**config.mk**
```make
export PLATFORM = sky130hd
export DESIGN_NAME = vga_rx_timing
export DESIGN_NICKNAME = d
export VERILOG_FILES = /design/src/rtl/vga_para.sv /design/src/rtl/vga_sync_edge.sv /design/src/rtl/vga_rx_timing.sv
export SDC_FILE = /design/constraint.sdc
export NUM_CORES = 1
export LEC_CHECK = 0
export ABC_CLOCK_PERIOD_IN_PS = 3400
export CAP_MARGIN = 20
export CORE_MARGIN = 1
export CORE_UTILIZATION = 45
export DETAILED_ROUTE_END_ITERATION = 6
export PLACE_DENSITY = 0.75
export SLEW_MARGIN = 5
export SYNTH_ARGS = -nofsm -noshare
export SYNTH_HDL_FRONTEND = slang
export SYNTH_SLANG_ARGS = --single-unit
```
**constraint.sdc**
```tcl
create_clock -name clk -period 3.4 [get_ports clk]
set_input_delay 0.85 -clock clk [delete_from_list [all_inputs] [get_ports clk]]
set_output_delay 0.85 -clock clk [all_outputs]
set_load 0.1 [all_outputs]
```
**src/rtl/vga_para.sv**
```systemverilog
// Shared VGA timing constants (640x480@60) and lock-FSM state type, used by
// both the VGA transmitter and the receive-side timing recovery.
package vga_para;

  localparam int VGA_H_TOTAL    = 800;
  localparam int VGA_H_SYNC     = 96;
  localparam int VGA_H_DATA_STA = 144;
  localparam int VGA_H_DATA     = 640;
  localparam int VGA_V_TOTAL    = 525;
  localparam int VGA_V_SYNC     = 2;
  localparam int VGA_V_DATA_STA = 35;
  localparam int VGA_V_DATA     = 480;

  typedef enum logic [1:0] {
    ST_SEARCH  = 2'd0,
    ST_MEASURE = 2'd1,
    ST_LOCKED  = 2'd2
  } lock_state_e;

endpackage

```
**src/rtl/vga_sync_edge.sv**
```systemverilog
// Registers one active-low sync input, flags its falling edge and measures
// the width of each low pulse in units of unit_i (clocks or lines).
module vga_sync_edge
  import vga_para::*;
(
  input  logic        clk,
  input  logic        rst,
  input  logic        sync_i,
  input  logic        unit_i,
  output logic        fall_o,
  output logic [11:0] width_o
);

  logic        s_q, prev_q;
  logic [11:0] low_cnt_q, width_q;
  logic        rise;

  function automatic logic [11:0] sat_inc(input logic [11:0] v);
    return (v == 12'hFFF) ? v : v + 12'd1;
  endfunction

  // Sample the sync line and keep the previous sample; idle level is high.
  always_ff @(posedge clk) begin
    if (rst) begin
      s_q    <= 1'b1;
      prev_q <= 1'b1;
    end else begin
      s_q    <= sync_i;
      prev_q <= s_q;
    end
  end

  assign fall_o = prev_q & ~s_q;
  assign rise   = ~prev_q & s_q;

  // Count units while low (the falling sample counts as the first unit);
  // the completed width is published on the rising edge.
  always_ff @(posedge clk) begin
    if (rst) begin
      low_cnt_q <= '0;
      width_q   <= '0;
    end else begin
      if (fall_o)              low_cnt_q <= 12'd1;
      else if (!s_q && unit_i) low_cnt_q <= sat_inc(low_cnt_q);
      if (rise)                width_q   <= low_cnt_q;
    end
  end

  assign width_o = width_q;

endmodule

```
**src/rtl/vga_rx_timing.sv**
```systemverilog
// VGA receive timing recovery: measures line/frame geometry from incoming
// syncs, locks after LOCK_FRAMES matching frames and emits active pixels
// with coordinates two clocks after sampling.
module vga_rx_timing
  import vga_para::*;
#(
  parameter int H_TOTAL     = VGA_H_TOTAL,
  parameter int H_SYNC      = VGA_H_SYNC,
  parameter int H_DATA_STA  = VGA_H_DATA_STA,
  parameter int H_DATA      = VGA_H_DATA,
  parameter int V_TOTAL     = VGA_V_TOTAL,
  parameter int V_SYNC      = VGA_V_SYNC,
  parameter int V_DATA_STA  = VGA_V_DATA_STA,
  parameter int V_DATA      = VGA_V_DATA,
  parameter int LOCK_FRAMES = 2
) (
  input  logic        clk,
  input  logic        rst,
  input  logic        hsync_in,
  input  logic        vsync_in,
  input  logic [15:0] rgb_in,
  output logic [11:0] pixel_x,
  output logic [11:0] pixel_y,
  output logic [15:0] pixel_data,
  output logic        pixel_valid,
  output logic        frame_start,
  output logic        locked,
  output logic        lock_lost,
  output logic [11:0] meas_h_total,
  output logic [11:0] meas_v_total
);

  localparam int WD_LIM = 2 * H_TOTAL - 1;
  localparam int WD_W   = $clog2(2 * H_TOTAL + 1);

  function automatic logic [11:0] sat_inc(input logic [11:0] v);
    return (v == 12'hFFF) ? v : v + 12'd1;
  endfunction

  logic        h_fall, v_fall;
  logic [11:0] h_width, v_width;

  vga_sync_edge u_hsync (
    .clk(clk), .rst(rst), .sync_i(hsync_in), .unit_i(1'b1),
    .fall_o(h_fall), .width_o(h_width)
  );

  vga_sync_edge u_vsync (
    .clk(clk), .rst(rst), .sync_i(vsync_in), .unit_i(h_fall),
    .fall_o(v_fall), .width_o(v_width)
  );

  lock_state_e     state_q, state_d;
  logic [7:0]      good_q, good_d;
  logic            lost_q, lost_d;
  logic [11:0]     h_cnt_q, h_cnt_d, v_cnt_q, v_cnt_d;
  logic [11:0]     meas_h_q, meas_h_d, meas_v_q, meas_v_d;
  logic            vpend_q, vpend_d, frame_ok_q, frame_ok_d;
  logic [WD_W-1:0] wd_q, wd_d;
  logic [15:0]     rgb_p0_q, rgb_p1_q;
  logic [11:0]     pix_x_q, pix_y_q;
  logic [15:0]     pix_d_q;
  logic            pix_vld_q, fs_q;
  logic            line_ok, frame_match, timeout, vld_c;

  // h_cnt still holds the last column of the ending line, so period = h_cnt+1.
  assign line_ok     = (sat_inc(h_cnt_q) == 12'(H_TOTAL)) && (h_width == 12'(H_SYNC));
  // The line closed by a coincident hsync fall belongs to the ending frame.
  assign frame_match = frame_ok_q && (!h_fall || line_ok)
                    && (sat_inc(v_cnt_q) == 12'(V_TOTAL)) && (v_width == 12'(V_SYNC));
  assign timeout     = (wd_q == WD_W'(WD_LIM)) && !h_fall;

  // Position counters, measurements, watchdog and per-frame match tracking.
  always_comb begin
    h_cnt_d    = h_fall ? '0 : sat_inc(h_cnt_q);
    v_cnt_d    = v_cnt_q;
    vpend_d    = vpend_q | v_fall;
    if (h_fall) begin
      v_cnt_d = (vpend_q || v_fall) ? '0 : sat_inc(v_cnt_q);
      vpend_d = 1'b0;
    end
    meas_h_d   = h_fall ? sat_inc(h_cnt_q) : meas_h_q;
    meas_v_d   = v_fall ? sat_inc(v_cnt_q) : meas_v_q;
    wd_d       = h_fall ? '0 : ((wd_q == WD_W'(WD_LIM)) ? wd_q : wd_q + WD_W'(1));
    frame_ok_d = frame_ok_q;
    if (v_fall)      frame_ok_d = 1'b1;
    else if (h_fall) frame_ok_d = frame_ok_q & line_ok;
  end

  // Register counters and measurements.
  always_ff @(posedge clk) begin
    if (rst) begin
      h_cnt_q    <= '0;
      v_cnt_q    <= '0;
      vpend_q    <= 1'b0;
      meas_h_q   <= '0;
      meas_v_q   <= '0;
      wd_q       <= '0;
      frame_ok_q <= 1'b0;
    end else begin
      h_cnt_q    <= h_cnt_d;
      v_cnt_q    <= v_cnt_d;
      vpend_q    <= vpend_d;
      meas_h_q   <= meas_h_d;
      meas_v_q   <= meas_v_d;
      wd_q       <= wd_d;
      frame_ok_q <= frame_ok_d;
    end
  end

  // Lock FSM next state; the watchdog overrides every state.
  always_comb begin
    state_d = state_q;
    good_d  = good_q;
    lost_d  = 1'b0;
    if (timeout) begin
      state_d = ST_SEARCH;
      lost_d  = (state_q == ST_LOCKED);
    end else begin
      case (state_q)
        ST_SEARCH: begin
          if (v_fall) begin
            state_d = ST_MEASURE;
            good_d  = '0;
          end
        end
        ST_MEASURE: begin
          if (v_fall) begin
            if (frame_match) begin
              good_d = good_q + 8'd1;
              if (good_q + 8'd1 >= 8'(LOCK_FRAMES)) state_d = ST_LOCKED;
            end else begin
              good_d = '0;
            end
          end
        end
        ST_LOCKED: begin
          if ((h_fall && !line_ok) || (v_fall && !frame_match)) begin
            state_d = ST_SEARCH;
            lost_d  = 1'b1;
          end
        end
        default: state_d = ST_SEARCH;
      endcase
    end
  end

  // Lock FSM state register.
  always_ff @(posedge clk) begin
    if (rst) begin
      state_q <= ST_SEARCH;
      good_q  <= '0;
      lost_q  <= 1'b0;
    end else begin
      state_q <= state_d;
      good_q  <= good_d;
      lost_q  <= lost_d;
    end
  end

  // h_cnt_q/v_cnt_q describe the sample now held in rgb_p1_q.
  assign vld_c = (state_q == ST_LOCKED)
              && (h_cnt_q >= 12'(H_DATA_STA)) && (h_cnt_q < 12'(H_DATA_STA + H_DATA))
              && (v_cnt_q >= 12'(V_DATA_STA)) && (v_cnt_q < 12'(V_DATA_STA + V_DATA));

  // Pixel pipeline: input sample, position-aligned sample, output register.
  always_ff @(posedge clk) begin
    if (rst) begin
      rgb_p0_q  <= '0;
      rgb_p1_q  <= '0;
      pix_x_q   <= '0;
      pix_y_q   <= '0;
      pix_d_q   <= '0;
      pix_vld_q <= 1'b0;
      fs_q      <= 1'b0;
    end else begin
      rgb_p0_q  <= rgb_in;
      rgb_p1_q  <= rgb_p0_q;
      pix_vld_q <= vld_c;
      pix_x_q   <= vld_c ? h_cnt_q - 12'(H_DATA_STA) : '0;
      pix_y_q   <= vld_c ? v_cnt_q - 12'(V_DATA_STA) : '0;
      pix_d_q   <= vld_c ? rgb_p1_q : '0;
      fs_q      <= vld_c && (h_cnt_q == 12'(H_DATA_STA)) && (v_cnt_q == 12'(V_DATA_STA));
    end
  end

  assign pixel_x      = pix_x_q;
  assign pixel_y      = pix_y_q;
  assign pixel_data   = pix_d_q;
  assign pixel_valid  = pix_vld_q;
  assign frame_start  = fs_q;
  assign locked       = (state_q == ST_LOCKED);
  assign lock_lost    = lost_q;
  assign meas_h_total = meas_h_q;
  assign meas_v_total = meas_v_q;

endmodule

```
* Word-level counts from Yosys, hierarchy flattened *
Index checks and enable logic that the tools add are counted.
Widths: inputs -> output; s select.

word-level totals
  register bits after elaboration = 198
  logic and storage cells = 134
  bits of input ports = 20

operators by class
  bitwise operators = 14
  equality and inequality tests = 21
  multiplexer cells = 24
  magnitude comparators = 5
  $add $sub $neg = 8
  reductions and logical operators = 35

operator list
  cell                   number
  $add 12x1->12 const B  4
  $eq 12x12->1 const B   4
  $mux 12                3
  $eq 12x10->1 const B   2
  $lt 12x10->1 const B   2
  $mux 8                 3
  $pmux 8 s2             1
  $logic_and 1x1->1      14
  $ne 2x2->1 const B     7
  $eq 12x2->1 const B    1
  $eq 12x6->1 const B    1
  $eq 12x7->1 const B    1
  $eq 12x8->1 const B    1
  $ge 12x6->1 const B    1
  $ge 12x8->1 const B    1
  $sub 12x6->12 const B  1
  $sub 12x8->12 const B  1
  $add 11x1->11 const B  1
  $eq 11x11->1 const B   1
  $mux 1                 11
  $mux 2                 5
  $add 8x1->8 const B    1
  $ge 8x2->1 const B     1
  $not 1->1              8
  14 further kinds       31

* Depth between registers and ports, before layout *
  word-level depth = 14
  depth in mapped cells = 12

* Cells and area by module *
Synthesis repeated with hierarchy kept, for this count alone.

unflattened totals
  cells, all modules = 920
  area, all modules = 8,164.1 um2

modules (own cells, without submodules)
  module         area an instance (um2)  times used  cells each
  vga_rx_timing  5,987.0                 1           650
  vga_sync_edge  1,088.5                 2           135

* Worst setup path before layout *
OpenSTA, ideal clock, no wires.

  kind = register to output
  start point = register state_q[1]
  end point = output port locked
  cell stages (with the launch flop) = 3
  buffers on the path = 0
  required time = 2.550 ns
  data arrival time = 1.684 ns
  setup slack = 0.866 ns
  path through = dfxtp_1 > inv_1 > nor2_1

between the ends
  cells in the longest elaborated chain, start to end = 1

ends and longest elaborated chain
  item                      line                  RTL
  start: declaration        vga_rx_timing.sv:53   lock_state_e state_q, state_d;
  start signal: assignment  vga_rx_timing.sv:155  state_q <= state_d;
  $eq 2x2->1                vga_rx_timing.sv:192  assign locked = (state_q == ST_LOCKED);
  end: declaration          vga_rx_timing.sv:27   output logic locked,

No other way between the ends.

* Worst setup path in the final report *
  start point = register h_cnt_q[4]
  end point = register good_q[2]

between the ends
  cells in the longest elaborated chain, start to end = 11

ends and longest elaborated chain
  item                                           line                  RTL
  start: declaration                             vga_rx_timing.sv:56   logic [11:0] h_cnt_q, h_cnt_d, v_cnt_q, v_cnt_d;
  start signal: assignment                       vga_rx_timing.sv:101  h_cnt_q <= h_cnt_d;
  $add 12x1->12 or $eq 12x12->1 (tied branches)  vga_rx_timing.sv:37   return (v == 12'hFFF) ? v : v + 12'd1;
  $mux 12 (*)                                    vga_rx_timing.sv:37
  $eq 12x10->1 (*)                               vga_rx_timing.sv:67   assign line_ok = (sat_inc(h_cnt_q) == 12'(H_TOTAL)) && (h_width == 12'(H_SYNC));
  $logic_and 1x1->1 (*)                          vga_rx_timing.sv:67
  $logic_or 1x1->1 (*)                           vga_rx_timing.sv:69   assign frame_match = frame_ok_q && (!h_fall || line_ok)
  $logic_and 1x1->1 (*)                          vga_rx_timing.sv:69
  $logic_and 1x1->1 (*) (2 in a row)             vga_rx_timing.sv:70   && (sat_inc(v_cnt_q) == 12'(V_TOTAL)) && (v_width == 12'(V_SYNC));
  $mux 8 (*)                                     vga_rx_timing.sv:129  if (frame_match) begin
  $mux 8 (*)                                     vga_rx_timing.sv:128  if (v_fall) begin
  $pmux 8 s2 (*)                                 vga_rx_timing.sv:120  case (state_q)
  end signal: assignment                         vga_rx_timing.sv:156  good_q <= good_d;
  end: declaration                               vga_rx_timing.sv:54   logic [7:0] good_q, good_d;

Mark *: on every way between the ends. The rest lies on a longest branch, timed or not. The select of a mux whose other input is x is not followed.
A chain may end at the register's enable or synchronous reset.

==> flow_metrics.py <==
metrics = {
    "setup_path": {
        "cp_top_family": "compound AO/OA/AOI/OAI gates",
        "cp.buffers_inverters": 1,
        "crit_required_ps": 3720,
        "path_class": "reg2reg",
        "slowest_stage": "a221oi_1",
        "arrival_ps": 3160,
        "crit_start": "h_cnt_q[4]",
        "cp-start-kind": "flip-flop",
        "cp-end-kind": "flip-flop",
        "slowest_delay_ps": 680,
        "crit_chain": "ha_1 -> and3_1 -> nand3_1 -> a221oi_1 -> nand4bb_1 -> o21ai_1 -> buf_4 -> a32o_1 -> o21bai_1",
        "path_max_fanout": 11,
        "timing.rr.start": "h_cnt_q[4]",
    },
    "pwr": {
        "p_per_area_nw_per_um2": 487,
        "p_total_mw": 4.59,
        "power_leakage_nw": 3.66,
        "vdd_ir_drop_max_v": 0.000354,
    },
    "cells_and_area": {
        "final_cell_mix": "dfxtp_1 (198), nand2_1 (117), nor2_1 (91)",
        "drive_above_1_share": 0.131,
        "layout_commonest_cell": "dfxtp_1",
        "antenna_cells": 0,
        "fin_nets": 989,
        "syn_to_final_growth_pct": 18.3,
    },
    "logic_synthesis": {
        "synth_cell_types": 67,
        "syn_nets": 924,
        "synth_area_leaders": "dfxtp_1 (50%), nand2_1 (5.5%), nor2_1 (4.3%)",
        "ys_warn_count": 0,
        "avgSynthCellArea_sq_um": 8.90,
        "ys_seq_area_frac": 0.499,
        "syn_area_sq_um": 7950,
        "synth-edff-count": 0,
        "synthCells": 893,
        "postSynth.asyncResetShare": 0,
        "yosys.area.top_type": "dfxtp_1",
        "synth.top_cell.area_share": 0.499,
        "synth-seq-cells": 198,
        "synth_flop_cell": "dfxtp_1",
    },
    "clock_network": {
        "clockBufferDepth": 2,
        "path_clk_slew_ps": 80,
        "clock_latency_ps": 440,
        "clockRootBuffer": "clkbuf_16",
        "cts_max_level": 4,
        "ctsHoldBuffers": 0,
        "numCtsBuffers": 17,
        "cts_resized": 0,
        "cts_tree": "done",
        "clock_sinks": 198,
        "post_cts_buffers": 0,
    },
    "sta": {
        "period_share": 0.836,
        "finalSetupViolCount": 0,
        "drv_slew": 0,
        "min_period_ps": 2840,
        "rsz0062_at_grt": "no",
        "fmax_mhz": 352,
        "hold_viol": 0,
        "slew_headroom": 0.492,
        "setup_tns_ps": 0,
        "tightest_slew_ps": 759,
        "fin_skew_ps": 7.95,
    },
    "global_route": {
        "track_usage": 0.192,
        "antenna_found_initial": 0,
        "overflow": 0,
        "first_global_vias": 5749,
        "grt_max_degree": 53,
        "grt_pass1_wl_um": 27800,
    },
    "die": {
        "coreArea_sq_um": 17300,
        "die_area_sq_um": 18200,
        "rows": 48,
        "initial_core_util": 0.460,
        "die_height_um": 135,
        "die_w_um": 135,
        "ios": 88,
    },
    "outcome": {
        "status": "finished clean",
    },
    "place": {
        "gp_congestion": 0.906,
        "dp_hpwl_um": 11900,
        "port_buffers": 87,
    },
    "route": {
        "postRouteAntennaNets": 0,
        "drt-total-wl_um": 16600,
        "firstDrtPassIters": 5,
        "drc_errors": 0,
        "via_count": 6242,
        "wire_per_inst_um": 13.9,
        "drtIter0Drc": 407,
        "vias_per_cell": 5.22,
    },
    "job": {
        "cap_violations": 0,
    },
    "hold_path": {
        "hold_class": "reg2reg",
        "min_from": "rgb_p1_q[13]",
    },
}
[stage by stage]
| step | util | cells | area (sq um) | setup slack [ps] | hold slack, ps |
|---|---|---|---|---|---|
| final | 0.544 | 1196 | 9410 | 557 | 427 |
| after global routing | 0.544 | 1196 | 9410 | 366 | 437 |
| after CTS | 0.544 | 1196 | 9410 | 581 | 428 |
| after detailed placement | 0.508 | 1164 | 8780 | 615 | 410 |
| after global placement | 0.508 | 1164 | 8780 | 655 | 408 |
| after floorplan | - | 893 | 7950 | 866 | 406 |
[synthesized netlist by cell type, types with 15 or more instances]
cell	n
buf_2	15
xnor2_1	23
clkbuf_1	32
inv_1	21
nor2b_1	36
nand4_1	26
nand3_1	32
dfxtp_1	198
xor2_1	29
and2_1	24
o21ai_0	52
a21oi_1	39
nand2_1	117
nor2_1	91
[path summary, 6_finish.rpt]
path | slack (ps) | cells past startpoint | to
max | 560 | 9 | good_q[2]
min | 430 | 1 | pixel_data[13]
min reg2reg | 430 | 1 | pixel_data[13]
max reg2reg | 560 | 9 | good_q[2]
[layout make-up]
| type | count | area [sq um] |
|---|---|---|
| repair buffers | 96 | 763 |
| inverters | 21 | 78.8 |
| well taps | 225 | 282 |
| clock buffers | 17 | 425 |
| multi-input cells | 624 | 3690 |
| fillers | 1591 | 7890 |
| flip-flops and latches | 198 | 3960 |
| clock inverters | 15 | 203 |
[cell families after synthesis]
group / share of synthesized area
and+or+nand+nor: 0.265
DFF: 0.499
AOI/OAI and AO/OA: 0.110
buffers and inverters: 0.0370
xor gates and xnor gates: 0.0573
adders and majority gates: 0.0173
muxes: 0.0142
other: 0.000472
[where the power goes]
part	internal (mW)	switching, mW	total [mW]
Clock	1.01	1.01	2.02
Sequential	2.35	0.0228	2.37
Combinational	0.0686	0.118	0.187
[sequential cells by signal, summed over array words and instances (netlist names), 2 cells and up]
signal and count:
pixel_data 16, rgb_p0_q 16, rgb_p1_q 16, h_cnt_q 12
meas_h_total 12, meas_v_total 12, pixel_x 12, pixel_y 12
u_hsync.low_cnt_q 12, u_hsync.width_o 12, u_vsync.low_cnt_q 12, u_vsync.width_o 12
v_cnt_q 12, wd_q 11, good_q 8, state_q 2
[routing by layer]
metal / global-route usage / share of wire
met5: 0 / 0
met4: 0.0843 / 0.025
met3: 0.0435 / 0.052
met2: 0.296 / 0.45
met1: 0.256 / 0.47
No activity file was read; power rests on OpenSTA's default activity.
